--- src/rtl/change_dispenser.sv ---
// Greedy coin change dispenser: quarters, then dimes, then nickels, one coin per handshake.
// Define CHANGE_INVENTORY_EN to track tube contents; otherwise the tubes never run out.
module change_dispenser #(
    parameter int Q_INIT = 8,
    parameter int D_INIT = 8,
    parameter int N_INIT = 8
) (
    input  logic       clk,
    input  logic       reset,
    input  logic       start,
    input  logic [6:0] amount,
    input  logic       refill,
    input  logic       coin_ready,
    output logic       coin_valid,
    output logic [1:0] coin_type,
    output logic       busy,
    output logic       done,
    output logic       short,
    output logic [6:0] residue,
    output logic [4:0] q_count,
    output logic [4:0] d_count,
    output logic [4:0] n_count
);

    typedef enum logic [1:0] {IDLE, SELECT, DISPENSE, DONE} state_t;

    localparam logic [1:0] CT_NONE = 2'b00;
    localparam logic [1:0] CT_Q    = 2'b01;
    localparam logic [1:0] CT_D    = 2'b10;
    localparam logic [1:0] CT_N    = 2'b11;

    localparam logic [4:0] Q0 = 5'(Q_INIT);
    localparam logic [4:0] D0 = 5'(D_INIT);
    localparam logic [4:0] N0 = 5'(N_INIT);

`ifdef CHANGE_INVENTORY_EN
    localparam bit INV_EN = 1'b1;
`else
    localparam bit INV_EN = 1'b0;
`endif

    state_t     state;
    logic [6:0] remaining;
    logic [6:0] coin_val;
    logic       handshake;
    logic       q_avail, d_avail, n_avail;

    assign handshake = (state == DISPENSE) && coin_valid && coin_ready;
    assign busy      = (state != IDLE);

    always_comb begin
        coin_val = 7'd0;
        case (coin_type)
            CT_Q:    coin_val = 7'd25;
            CT_D:    coin_val = 7'd10;
            CT_N:    coin_val = 7'd5;
            default: coin_val = 7'd0;
        endcase
    end

`ifdef CHANGE_INVENTORY_EN
    logic [4:0] q_cnt, d_cnt, n_cnt;

    // refill has priority over a same-cycle decrement
    always_ff @(posedge clk or posedge reset) begin
        if (reset) begin
            q_cnt <= Q0;
            d_cnt <= D0;
            n_cnt <= N0;
        end else if (refill) begin
            q_cnt <= Q0;
            d_cnt <= D0;
            n_cnt <= N0;
        end else if (handshake) begin
            case (coin_type)
                CT_Q:    if (q_cnt != 5'd0) q_cnt <= q_cnt - 5'd1;
                CT_D:    if (d_cnt != 5'd0) d_cnt <= d_cnt - 5'd1;
                CT_N:    if (n_cnt != 5'd0) n_cnt <= n_cnt - 5'd1;
                default: ;
            endcase
        end
    end

    assign q_count = q_cnt;
    assign d_count = d_cnt;
    assign n_count = n_cnt;
    assign q_avail = (q_cnt != 5'd0);
    assign d_avail = (d_cnt != 5'd0);
    assign n_avail = (n_cnt != 5'd0);
`else
    logic unused_refill;
    assign unused_refill = refill;

    assign q_count = Q0;
    assign d_count = D0;
    assign n_count = N0;
    assign q_avail = 1'b1;
    assign d_avail = 1'b1;
    assign n_avail = 1'b1;
`endif

    always_ff @(posedge clk or posedge reset) begin
        if (reset) begin
            state      <= IDLE;
            remaining  <= 7'd0;
            coin_valid <= 1'b0;
            coin_type  <= CT_NONE;
            done       <= 1'b0;
            short      <= 1'b0;
            residue    <= 7'd0;
        end else begin
            case (state)
                IDLE: begin
                    if (start) begin
                        remaining <= amount;
                        residue   <= 7'd0;
                        short     <= 1'b0;
                        state     <= SELECT;
                    end
                end
                SELECT: begin
                    if (remaining >= 7'd25 && q_avail) begin
                        coin_type  <= CT_Q;
                        coin_valid <= 1'b1;
                        state      <= DISPENSE;
                    end else if (remaining >= 7'd10 && d_avail) begin
                        coin_type  <= CT_D;
                        coin_valid <= 1'b1;
                        state      <= DISPENSE;
                    end else if (remaining >= 7'd5 && n_avail) begin
                        coin_type  <= CT_N;
                        coin_valid <= 1'b1;
                        state      <= DISPENSE;
                    end else begin
                        done    <= 1'b1;
                        residue <= remaining;
                        short   <= INV_EN && (remaining >= 7'd5);
                        state   <= DONE;
                    end
                end
                DISPENSE: begin
                    // coin_type is held until the mechanism takes the coin
                    if (coin_ready) begin
                        remaining  <= remaining - coin_val;
                        coin_valid <= 1'b0;
                        coin_type  <= CT_NONE;
                        state      <= SELECT;
                    end
                end
                DONE: begin
                    done  <= 1'b0;
                    state <= IDLE;
                end
                default: state <= IDLE;
            endcase
        end
    end

endmodule

--- config.mk ---
export PLATFORM = sky130hd
export DESIGN_NAME = change_dispenser
export DESIGN_NICKNAME = d
export VERILOG_FILES = /design/src/rtl/change_dispenser.sv
export SDC_FILE = /design/constraint.sdc
export NUM_CORES = 1
export LEC_CHECK = 0
export ABC_AREA = 1
export CAP_MARGIN = 25
export CORE_ASPECT_RATIO = 0.6
export CORE_UTILIZATION = 48
export DETAILED_ROUTE_END_ITERATION = 12
export MAX_ROUTING_LAYER = met4
export PLACE_DENSITY = 0.8
export SYNTH_ARGS = -nofsm -noshare
export SYNTH_HDL_FRONTEND = slang
export SYNTH_SLANG_ARGS = --single-unit
--- constraint.sdc ---
create_clock -name clk -period 2 [get_ports clk]
set_clock_uncertainty 0.1 [all_clocks]
set_input_delay 0.2 -clock clk [delete_from_list [all_inputs] [get_ports clk]]
set_output_delay 0.2 -clock clk [all_outputs]
set_load 0.01 [all_outputs]
==> out/metrics.csv <==
stage,metric,value,unit
run_status,status,"complete, no violations",
floorplanning,Rows,15,
floorplanning,Die Y,44.8,um
pwr,leakage,0.915,nW
clocking,clk slew on worst S/H paths,0.07,ns
synthesis,post-synthesis register bit count,20,
drt,DR iter-0 viols,40,
synthesis,Post-synth top flop,dfrtp_1,
setup_path,Setup crit end kind,flop,
grt,GRT Total Usage,0.205,
place,Cells after DPL,254,
drt,routed len/inst,11.3,um
synthesis,Yosys top cell by area,dfrtp_1,
timing,Final Hold Fails,0,
timing,fin worst setup slack,0.179,ns
place,HPWL Detailed,2310,um
setup_path,required time of the critical path,2.05,ns
setup_path,CP arrival,1.87,ns
synthesis,Adder-Cell Fraction of Synth Area,0.125,
setup_path,Worst R2R Path Depth,9,
grt,global routing usage on met1,0.297,
synthesis,Post-Synth XOR/XNOR Area,0.00599,
synthesis,most numerous cell in the Yosys netlist,nand2_1,
synthesis,top post-synthesis cells by area,"dfrtp_1, ha_1, nand2_1",
synthesis,syn_area_per_cell,7.74,sq um
timing,unrepaired setup endpoints after global routing,false,
grt,grt met3 use,0.0469,
timing,Final min period,1.82,ns
timing,Setup-failing EPs final,0,
synthesis,sequential share of the synthesized area,0.342,
grt,vias in the first global route,1075,
synthesis,commonest cells in the netlist,"nand2_1, inv_1, dfrtp_1",
timing,Final Slew Violations,0,
worst_hold_path,worst hold path type,primary input to asynchronous set/reset pin,
synthesis,Netlist cell types,28,
place,Final GP Congestion,0.849,
cells_and_area,Layout Cells excl Fill,258,
synthesis,Yosys warnings,0,
setup_path,R2R Path Start,coin_type[0]$_DFFE_PP0P_,
clocking,CTS tree,done,
pwr,PD cells,1730,mW/mm^2
cells_and_area,final core occ,0.609,
floorplanning,Starting Density,0.506,
synthesis,post-synthesis compound-gate area fraction,0.129,
pwr,total power,3.04,mW
setup_path,R2R Setup Slk,0.18,ns
place,post-placement setup slack,0.0874,ns
setup_path,startpoint types,flop,
drt,Post-DRT Antenna Nets,0,
cells_and_area,P&R area growth vs syn,20.3,%
clocking,maximum root-to-sink buffer count,2,
place,Port Buffers,22,
synthesis,Synth Area in Simple Gates,0.231,
floorplanning,area of the die,0.00328,sq mm
cells_and_area,Fillers,268,
floorplanning,core area,0.00289,sq mm
setup_path,crit-path max FO,5,
cells_and_area,Nets,244,
floorplanning,Top Ports,40,
cells_and_area,Antenna Cells,0,
synthesis,ys async rst share,1.00,
floorplanning,Die X,73.3,um
clocking,cts hold-fix bufs,0,
synthesis,Syn Std Cell Area,0.00146,sq mm
clocking,Clock Sink Count,20,
synthesis,"EDFF count, synth",0,
synthesis,Synth top area share,0.342,
timing,FMAX,549,MHz
grt,GRT overflow,0,
cells_and_area,share of layout cells above drive strength 1,0.106,
clocking,clock latency on the worst-skew pair,0.25,ns
timing,crit share post-route,0.911,
timing,setup TNS,0,ns
setup_path,Worst Setup SP,coin_type[0]$_DFFE_PP0P_,
synthesis,multiplexer area fraction after synthesis,0,
grt,initial antenna violation count,0,
clocking,Root Buffer,clkbuf_8,
synthesis,Gate Count Post-Synth,189,
synthesis,largest family of logic cells by synthesized area,simple AND/OR/NAND/NOR gates,
drt,via count,1196,
pwr,VDD IR max,830,uV
grt,global routing's busiest layer,met1,
setup_path,Worst Setup EP,remaining[6]$_DFFE_PP0P_,
drt,drt total wl,2920,um
setup_path,RR Endpoint,remaining[6]$_DFFE_PP0P_,
clocking,CTS H-Tree Depth,1,
job,Max-Cap Viols,0,
drt,DRT Pass-1 Iters,6,
grt,largest net degree at the start of global routing,21,
clocking,Num CTS Buffers,3,
drt,Vias per Instance,4.64,
setup_path,Setup CP Type,flop to flop,
grt,first-pass GRT wire length,4800,um
grt,met2 Usage GRT,0.296,
drt,drc violations,0,
[area by class of cell]
| type | instances | area (sq um) | share of cell area |
|---|---|---|---|
| tap | 42 | 52.6 | 0.0299 |
| sequential | 20 | 503 | 0.286 |
| timing repair buffer | 27 | 260 | 0.148 |
| inverter | 29 | 111 | 0.0633 |
| multi-input combinational | 137 | 791 | 0.450 |
| clock buffer | 3 | 41.3 | 0.0235 |
[flip-flops by register name (all words and copies together), names as in the netlist]
signal	flops
coin_type	2
state	2
coin_valid	1
done	1
remaining	7
residue	7
[worst max-delay path, cell delays in order, from the launching register on]
cell and delay (ns):
dfrtp_2 0.41, inv_1 0.06, ha_1 0.23, fa_1 0.43, inv_1 0.11, nand3_1 0.10
nand4_1 0.09, nand3_1 0.08, nand2_1 0.06, nand2_1 0.04
[layout by cell type (no fill, tap or decap), types with 2 or more instances in the layout]
cell	instances
a21boi_1	4
a21oi_1	4
buf_4	5
clkbuf_8	3
clkdlybuf4s50_1	21
conb_1	16
dfrtp_1	18
dfrtp_2	2
ha_1	12
inv_1	27
nand2_1	43
nand2_2	3
nand3_1	11
nand4_1	2
nor2_1	16
o211ai_1	3
o21ai_1	9
o21ai_2	3
[metrics by stage]
step	area [sq um]	hold slack [ns]
after floorplan	1520	0.0638
after detailed placement	1690	0.357
after CTS	1730	0.179
after global routing	1760	0.209
after global placement	1690	0.365
final	1760	0.165
[worst min path at each step]
stage | end | cells past startpoint | slack (ns)
final | residue[2]$_DFFE_PP0P_ | 3 | 0.17
after global routing | residue[1]$_DFFE_PP0P_ | 3 | 0.21
after CTS | residue[1]$_DFFE_PP0P_ | 3 | 0.18
after detailed placement | coin_valid$_DFFE_PP0P_ | 2 | 0.36
after global placement | residue[1]$_DFFE_PP0P_ | 2 | 0.37
after floorplan | coin_type[0]$_DFFE_PP0P_ | 1 | 0.06
[where the power goes]
group | switching [mW] | leakage [nW] | internal (mW) | total, mW
combinational | 1.21 | 0.641 | 0.847 | 2.05
sequential | 0.162 | 0.252 | 0.565 | 0.727
clock | 0.128 | 0.0216 | 0.134 | 0.262
total | 1.50 | 0.915 | 1.55 | 3.04
[cell families after synthesis]
logic type | Yosys count
fa+ha+maj | 14
other cells | 2
buf+inv | 46
xor+xnor | 1
compound gates | 28
flops | 20
simple gates | 78
[metal layers]
layer,part of all wire,wire [um]
met5,0,0
met4,0.0027,8
met3,0.053,154
met2,0.41,1210
met1,0.53,1550
[timing repair]
item,4_1_cts,5_1_grt
buffers inserted,0,1
resized for setup,0,4
endpoints found under the setup margin,0,4
endpoints found under the hold margin,0,0
Note: power is estimated with default switching activity, not from simulation.
